File: config.mk
export PLATFORM = sky130hd
export DESIGN_NAME = imem_loader
export DESIGN_NICKNAME = d
export VERILOG_FILES = /design/src/rtl/imem_loader.sv
export SDC_FILE = /design/constraint.sdc
export NUM_CORES = 1
export LEC_CHECK = 0
export ABC_CLOCK_PERIOD_IN_PS = 4600
export BUFFER_PORTS_ARGS = -buffer_cell sky130_fd_sc_hd__buf_2
export CAP_MARGIN = 0
export CORE_AREA = 3 3 96 98
export CTS_BUF_LIST = sky130_fd_sc_hd__clkbuf_4 sky130_fd_sc_hd__clkbuf_8 sky130_fd_sc_hd__clkbuf_16
export CTS_CLUSTER_SIZE = 8
export DETAILED_ROUTE_END_ITERATION = 12
export DIE_AREA = 0 0 99 101
export GPL_TIMING_DRIVEN = 0
export PLACE_DENSITY = 0.75
export SLEW_MARGIN = 20
export SYNTH_ARGS = -nofsm -noshare
export SYNTH_HDL_FRONTEND = slang
export SYNTH_SLANG_ARGS = --single-unit
File: constraint.sdc
create_clock -name clk -period 4.6 [get_ports clk]
set_clock_uncertainty 0.15 [all_clocks]
set_input_delay 0 -clock clk [delete_from_list [all_inputs] [get_ports clk]]
set_output_delay 0 -clock clk [all_outputs]
set_load 0.005 [all_outputs]
File: src/rtl/imem_loader.sv
// imem_loader: byte-stream loader for the core's instruction memory.
// Accepts a 16-bit little-endian word count followed by that many
// little-endian 32-bit words, writes them from word address 0 upward and
// holds the core in reset until the whole image has been written.
//
// Stream handshake: a byte transfers on a rising clk edge where
// s_valid && s_ready. s_ready depends only on the FSM state, never on s_valid,
// so a source may hold s_valid/s_data for as long as s_ready is low.
module imem_loader #(
  parameter int ADDR_WIDTH = 10,
  parameter int DEPTH      = 1 << ADDR_WIDTH
) (
  input  logic                  clk,
  input  logic                  rst,
  input  logic                  start,
  input  logic                  s_valid,
  input  logic [7:0]            s_data,
  output logic                  s_ready,
  output logic                  imem_we,
  output logic [ADDR_WIDTH-1:0] imem_addr,
  output logic [31:0]           imem_wdata,
  output logic                  core_rst_n,
  output logic                  busy,
  output logic                  done,
  output logic                  err
);

  typedef enum logic [2:0] {
    IDLE  = 3'd0,
    HDR0  = 3'd1,
    HDR1  = 3'd2,
    DATA  = 3'd3,
    WRITE = 3'd4,
    DONE  = 3'd5,
    ERR   = 3'd6
  } state_t;

  // Header arithmetic is done at 17 bits so DEPTH up to 65536 compares cleanly.
  localparam logic [16:0] DEPTH_W = 17'(DEPTH);

  state_t                state;
  logic [7:0]            n_lo;
  logic [15:0]           n_words;
  logic [ADDR_WIDTH:0]   word_idx;
  logic [1:0]            byte_idx;
  logic [23:0]           word_buf;

  logic                  accept;
  logic [16:0]           n_hdr;
  logic [16:0]           last_idx;
  logic [16:0]           word_idx_ext;

  // Byte transfer qualifier and header/word-index arithmetic.
  assign accept       = s_valid && s_ready;
  assign n_hdr        = {1'b0, s_data, n_lo};
  assign last_idx     = {1'b0, n_words} - 17'd1;
  assign word_idx_ext = 17'(word_idx);

  // Status outputs are pure decodes of the state register.
  assign s_ready    = (state == HDR0) || (state == HDR1) || (state == DATA);
  assign busy       = (state == HDR0) || (state == HDR1) || (state == DATA) || (state == WRITE);
  assign done       = (state == DONE);
  assign err        = (state == ERR);
  assign core_rst_n = (state == DONE);

  // Load sequencer: header capture, byte assembly and one write pulse per word.
  always_ff @(posedge clk or posedge rst) begin
    if (rst) begin
      state      <= IDLE;
      n_lo       <= '0;
      n_words    <= '0;
      word_idx   <= '0;
      byte_idx   <= '0;
      word_buf   <= '0;
      imem_we    <= 1'b0;
      imem_addr  <= '0;
      imem_wdata <= '0;
    end else begin
      imem_we <= 1'b0;
      case (state)
        IDLE: begin
          if (start) state <= HDR0;
        end
        HDR0: begin
          if (accept) begin
            n_lo  <= s_data;
            state <= HDR1;
          end
        end
        HDR1: begin
          if (accept) begin
            n_words  <= n_hdr[15:0];
            word_idx <= '0;
            byte_idx <= '0;
            if (n_hdr == 17'd0)       state <= DONE;
            else if (n_hdr > DEPTH_W) state <= ERR;
            else                      state <= DATA;
          end
        end
        DATA: begin
          if (accept) begin
            byte_idx <= byte_idx + 2'd1;
            case (byte_idx)
              2'd0: word_buf[7:0]   <= s_data;
              2'd1: word_buf[15:8]  <= s_data;
              2'd2: word_buf[23:16] <= s_data;
              default: begin
                // Fourth byte completes the word: present it to memory next cycle.
                imem_we    <= 1'b1;
                imem_addr  <= word_idx[ADDR_WIDTH-1:0];
                imem_wdata <= {s_data, word_buf};
                state      <= WRITE;
              end
            endcase
          end
        end
        WRITE: begin
          if (word_idx_ext == last_idx) begin
            state <= DONE;
          end else begin
            word_idx <= word_idx + (ADDR_WIDTH+1)'(1);
            byte_idx <= '0;
            state    <= DATA;
          end
        end
        DONE, ERR: begin
          if (start) state <= HDR0;
        end
        default: state <= IDLE;
      endcase
    end
  end

endmodule
After elaboration in Yosys (flattened, before gate mapping)
Cells that the tools add are included.
{"block": "op_classes", "n_addsub": 3, "n_lt_le_gt_ge": 1, "eq_ne": 15, "n_mux": 19, "bitwise_logic": 1, "reduce_logical": 20}
{"cell": "two-way mux 3 bit", "n": 8}
{"cell": "two-way mux 11 bit", "n": 2}
{"cell": "one-hot mux 11 bit (2 select lines)", "n": 1}
{"cell": "== test 11 x 17 -> 1 bit", "n": 1}
{"cell": "logical NOT 17 bit", "n": 1}
{"cell": "subtractor 16 x 1 -> 17 bit (second input constant)", "n": 1}
{"cell": "greater-than comparator 16 x 11 -> 1 bit (second input constant)", "n": 1}
{"cell": "one-hot mux 3 bit (5 select lines)", "n": 1}
{"cell": "AND reduction 3 bit", "n": 5}
{"cell": "adder 11 x 1 -> 11 bit (second input constant)", "n": 1}
{"cell": "inequality test 2 bit (second input constant)", "n": 5}
{"cell": "== test 3 bit (second input constant)", "n": 3}
{"cell": "== test 3 x 2 -> 1 bit (second input constant)", "n": 2}
{"cell": "two-way mux 2 bit", "n": 3}
{"cell": "one-hot mux 2 bit (3 select lines)", "n": 1}
{"cell": "OR reduction 3 bit", "n": 2}
{"cell": "AND reduction 5 bit", "n": 1}
{"cell": "AND reduction 2 bit", "n": 2}
{"cell": "AND reduction 4 bit", "n": 1}
{"cell": "== test 3 x 1 -> 1 bit (second input constant)", "n": 1}
{"cell": "logical NOT 3 bit", "n": 1}
{"cell": "logical OR 1 bit", "n": 3}
{"cell": "two-way mux 1 bit", "n": 3}
{"cell": "nonzero test 3 bit", "n": 1}
{"cell": "8 further kinds", "n": 8}
{"block": "totals", "ff_bits": 107, "output_inout_bits": 48, "word_cells": 70}

Logic depth before layout (Yosys ltp)
{"block": "logic_depth", "word_depth": 6, "mapped_depth": 11, "mapped_depth_nobuf": 9}

Least setup slack after synthesis
Ideal clock, no wire load.
{"block": "synth_timing", "path_kind": "reg-to-reg", "start": "register n_words[0]", "end": "register word_idx[0]", "t_arrival_ns": 2.993, "t_required_ns": 4.325, "setup_slack_ns": 1.332, "path_stages_with_launch": 12, "path_cell_list": "dfrtp_1 > inv_1 > ha_1 > or4b_1 > buf_2 > or3_4 > or4b_1 > a22oi_2 > nor4b_4 > buf_6 > nor2_2 > mux2_2"}
{"block": "synth_via", "elab_chain_len": 4}
{"item": "from (decl)", "line": "43", "source": "logic [15:0] n_words;"}
{"item": "from (signal assigned)", "line": "92", "source": "n_words <= n_hdr[15:0];"}
{"item": "subtractor 16 x 1 -> 17 bit", "line": "56", "source": "assign last_idx = {1'b0, n_words} - 17'd1;"}
{"item": "== test 11 x 17 -> 1 bit", "line": "118", "source": "if (word_idx_ext == last_idx) begin"}
{"item": "inequality test 2 bit (no line)"}
{"item": "AND reduction 3 bit (no line)"}
{"item": "to (signal assigned)", "line": "121", "source": "word_idx <= word_idx + (ADDR_WIDTH+1)'(1);"}
{"item": "to (decl)", "line": "44", "source": "logic [ADDR_WIDTH:0] word_idx;"}
Every way passes these cells.
A chain may end at the register's enable or synchronous reset.

Worst setup path in the final report
Ends and elaborated chain as after synthesis.

==> results.json <==
{
  "reg2regPathDepth": 11,
  "tns_ps": 0,
  "avgSynthCellArea_sq_um": 11.68,
  "cpLargestDelayFamily": "simple AND/OR/NAND/NOR gates",
  "worst_slew_pin_slew_ps": 638.9,
  "grt_pass1_vias": 3439,
  "crit_type": "register to register",
  "clock_latency_ps": 370,
  "grt_max_degree": 87,
  "syn-cell-area_sq_um": 4893,
  "power_frac_comb_pct": 33.2,
  "dr.pass1.iters": 5,
  "finalNetCount": 520,
  "num_rows": 34,
  "die_h_um": 101,
  "numCtsBuffers": 9,
  "io_pins": 60,
  "p_leak_nw": 2.804,
  "timing.rr.end": "word_idx[0]",
  "finalHoldViolCount": 0,
  "crit_chain": "inv_1, ha_1, or4b_1, buf_2, or3_4, or4b_1, a22oi_2, nor4b_4, buf_6, nor2_2, mux2_2",
  "synth_edf_count": 0,
  "min_path_cells": 4,
  "antenna_found_initial": 0,
  "setup_viol_count_final": 0,
  "cts.reportedPaths.clkPinSlew_ps": 110,
  "ir_drop_v": 0.0002379,
  "place_hpwl_um": 7218,
  "p_seq_share_pct": 47.8,
  "drv_cap": 0,
  "synthDistinctLibCells": 53,
  "fin_crit_ps": 3518,
  "die_w_um": 99,
  "drive_above_1_share_pct": 32.15,
  "power_density_nw_per_um2": 506.4,
  "p_clk_share_pct": 19.1,
  "grt_pass1_wl_um": 17330,
  "reg2reg_slack_ps": 1080,
  "syn-instance-count": 419,
  "wl_um": 10300,
  "crit_path_end_kind": "register",
  "min_path_type": "primary input to register",
  "fmax_mhz": 284.3,
  "relSlewSlack_pct": 57.41,
  "critical-path-max-stage-delay_ps": 490,
  "initial_utilization_pct": 57.23,
  "globalRouteTotalUtil_pct": 21.78,
  "dp_slack_ps": 1088,
  "clockBufferDepth": 2,
  "worstPathRequired_ps": 4710,
  "die_area_sq_um": 9999,
  "arrival_ps": 3620,
  "drc": 0,
  "hp-start": "s_data[7]",
  "clock-root-buffer": "clkbuf_8",
  "syn_nets": 437,
  "cp-start-kind": "register",
  "path_buf_inv": 3,
  "internal_power_mw": 1.843,
  "final_common_cell": "dfrtp_1",
  "timing.rr.start": "n_words[0]",
  "cts-htree-levels": 3,
  "cts.sinks": 107,
  "switching_share_pct": 35.74,
  "core-area_sq_um": 8551,
  "gp_congestion": 0.8434,
  "fin_util_pct": 66.26,
  "routed-via-count": 3426,
  "cpMaxStageDelayCell": "or4b_1",
  "outcome": "finished, final reports clean",
  "drv_slew": 0,
  "synth_seq_cells": 107,
  "grt_remaining_overflow": 0,
  "cts_tree": "done",
  "fin_crit_sh_pct": 76.48,
  "ant_nets": 0,
  "wire_per_inst_um": 16.74,
  "diodes": 0,
  "io_buffers": 59,
  "ys_seq_area_share_pct": 54.72,
  "cp_num_cells": 11,
  "ys.flop_type": "dfrtp_1",
  "hold_end": "n_words[15]",
  "area_growth_pct": 15.78,
  "holdWs_ps": 315.7,
  "timing.final.ws_setup_ps": 1082,
  "crit_path_max_fanout": 10,
  "path_common_cell": "or4b_1",
  "async_flop_share_pct": 100.0,
  "p_sw_mw": 1.025,
  "rsz0062_at_grt": "no",
  "drt_iter0_drc": 139,
  "yosysWarnings": 0,
  "routed_via_density": 5.571,
  "mostFrequentLayoutCells": "dfrtp_1, mux2_2, nand2_1, buf_2, nor2_1"
}
## per-layer routing
metal	GRT usage (%)	wire length, um	vias up
li1	-	-	1642
met1	29.54	4685	1713
met2	36.62	5157	60
met3	3.806	346	11
met4	5.567	105	0
met5	0	0	-
## cells by family (layout without fill, tap and decap cells)
family	Yosys count	after routing	share of synthesized area, %
adder cells (fa/ha/maj)	6	6	1.534
multiplexers	80	80	18.28
AND/OR/NAND/NOR	140	140	14.32
XOR/XNOR	17	17	3.043
buffers and inverters	28	116	2.403
AO/OA/AOI/OAI	41	41	5.702
flip-flops	107	107	54.72
## cells in the mapped netlist, types with 2 or more instances
library cell	n	share of area, %
nor2b_1	3	0.38
mux2_2	75	17
or4_1	7	1.1
a21oi_1	11	1.1
o22ai_1	2	0.26
dfrtp_1	107	55
nor4_1	4	0.51
nor4b_1	2	0.36
clkbuf_1	14	1.1
nor2_1	24	1.8
mux2i_1	5	1.0
nand3_1	9	0.92
inv_1	9	0.69
nand2_1	61	4.7
nor3_1	9	0.92
or3_1	2	0.26
o22a_1	2	0.36
xnor2_1	14	2.5
o211ai_1	3	0.46
ha_1	6	1.5
xor2_1	3	0.54
o31ai_1	4	0.61
or4b_1	2	0.41
o21ai_0	7	0.72
nand4_1	6	0.77
## area by class of cell
type / count / area, sq um
Sequential cell: 107 / 2678
Clock buffer: 9 / 123.9
Inverter: 10 / 42.54
Multi-Input combinational cell: 284 / 2103
Timing Repair Buffer: 72 / 442.9
Clock inverter: 7 / 60.06
Fill cell: 643 / 2885
Tap cell: 108 / 135.1
Buffer: 18 / 80.08
## worst min-delay path, stage by stage
cell and delay (ps):
dlygate4sd3_1 530, buf_2 170, nand2_1 70, nand2_1 40
## power by group through the flow
| stage | clock [mW] | combinational, mW | sequential (mW) |
|---|---|---|---|
| 6_report | 0.547 | 0.951 | 1.37 |
| 5_1_grt | 0.592 | 1.07 | 1.41 |
| 4_1_cts | 0.553 | 0.951 | 1.37 |
| 3_5_place_dp | 0 | 0.938 | 1.39 |
| 3_3_place_gp | 0 | 0.896 | 1.37 |
| 2_1_floorplan | 0 | 0.735 | 1.33 |
## worst max-delay path by stage
stage	end	slack (ps)	from
floorplan	word_idx[0]	1330	n_words[0]
global placement	state[0]	550	rst
detailed placement	word_idx[0]	1090	n_words[0]
CTS	word_idx[0]	1080	n_words[0]
global route	word_idx[0]	920	n_words[0]
finish	word_idx[0]	1080	n_words[0]
## sequential cells by signal, summed over array words and instances, names as in the netlist
register,flops
imem_we,1
n_lo,8
word_buf,24
state,3
imem_wdata,32
imem_addr,10
byte_idx,2
word_idx,11
n_words,16
## per-stage QoR
step	power (mW)	cells	area, sq um
global placement	2.268	586	5324
global route	3.072	615	5665
floorplan	2.069	419	4893
CTS	2.872	615	5660
detailed placement	2.325	587	5356
finish	2.869	615	5665
## timing repair
action	4_1_cts	5_1_grt
endpoints found under the hold margin	158	0
endpoints found under the setup margin	0	0
setup buffers	0	0
hold buffers	12	0
gates resized for setup	0	0
(Power assumes the default switching activity.)
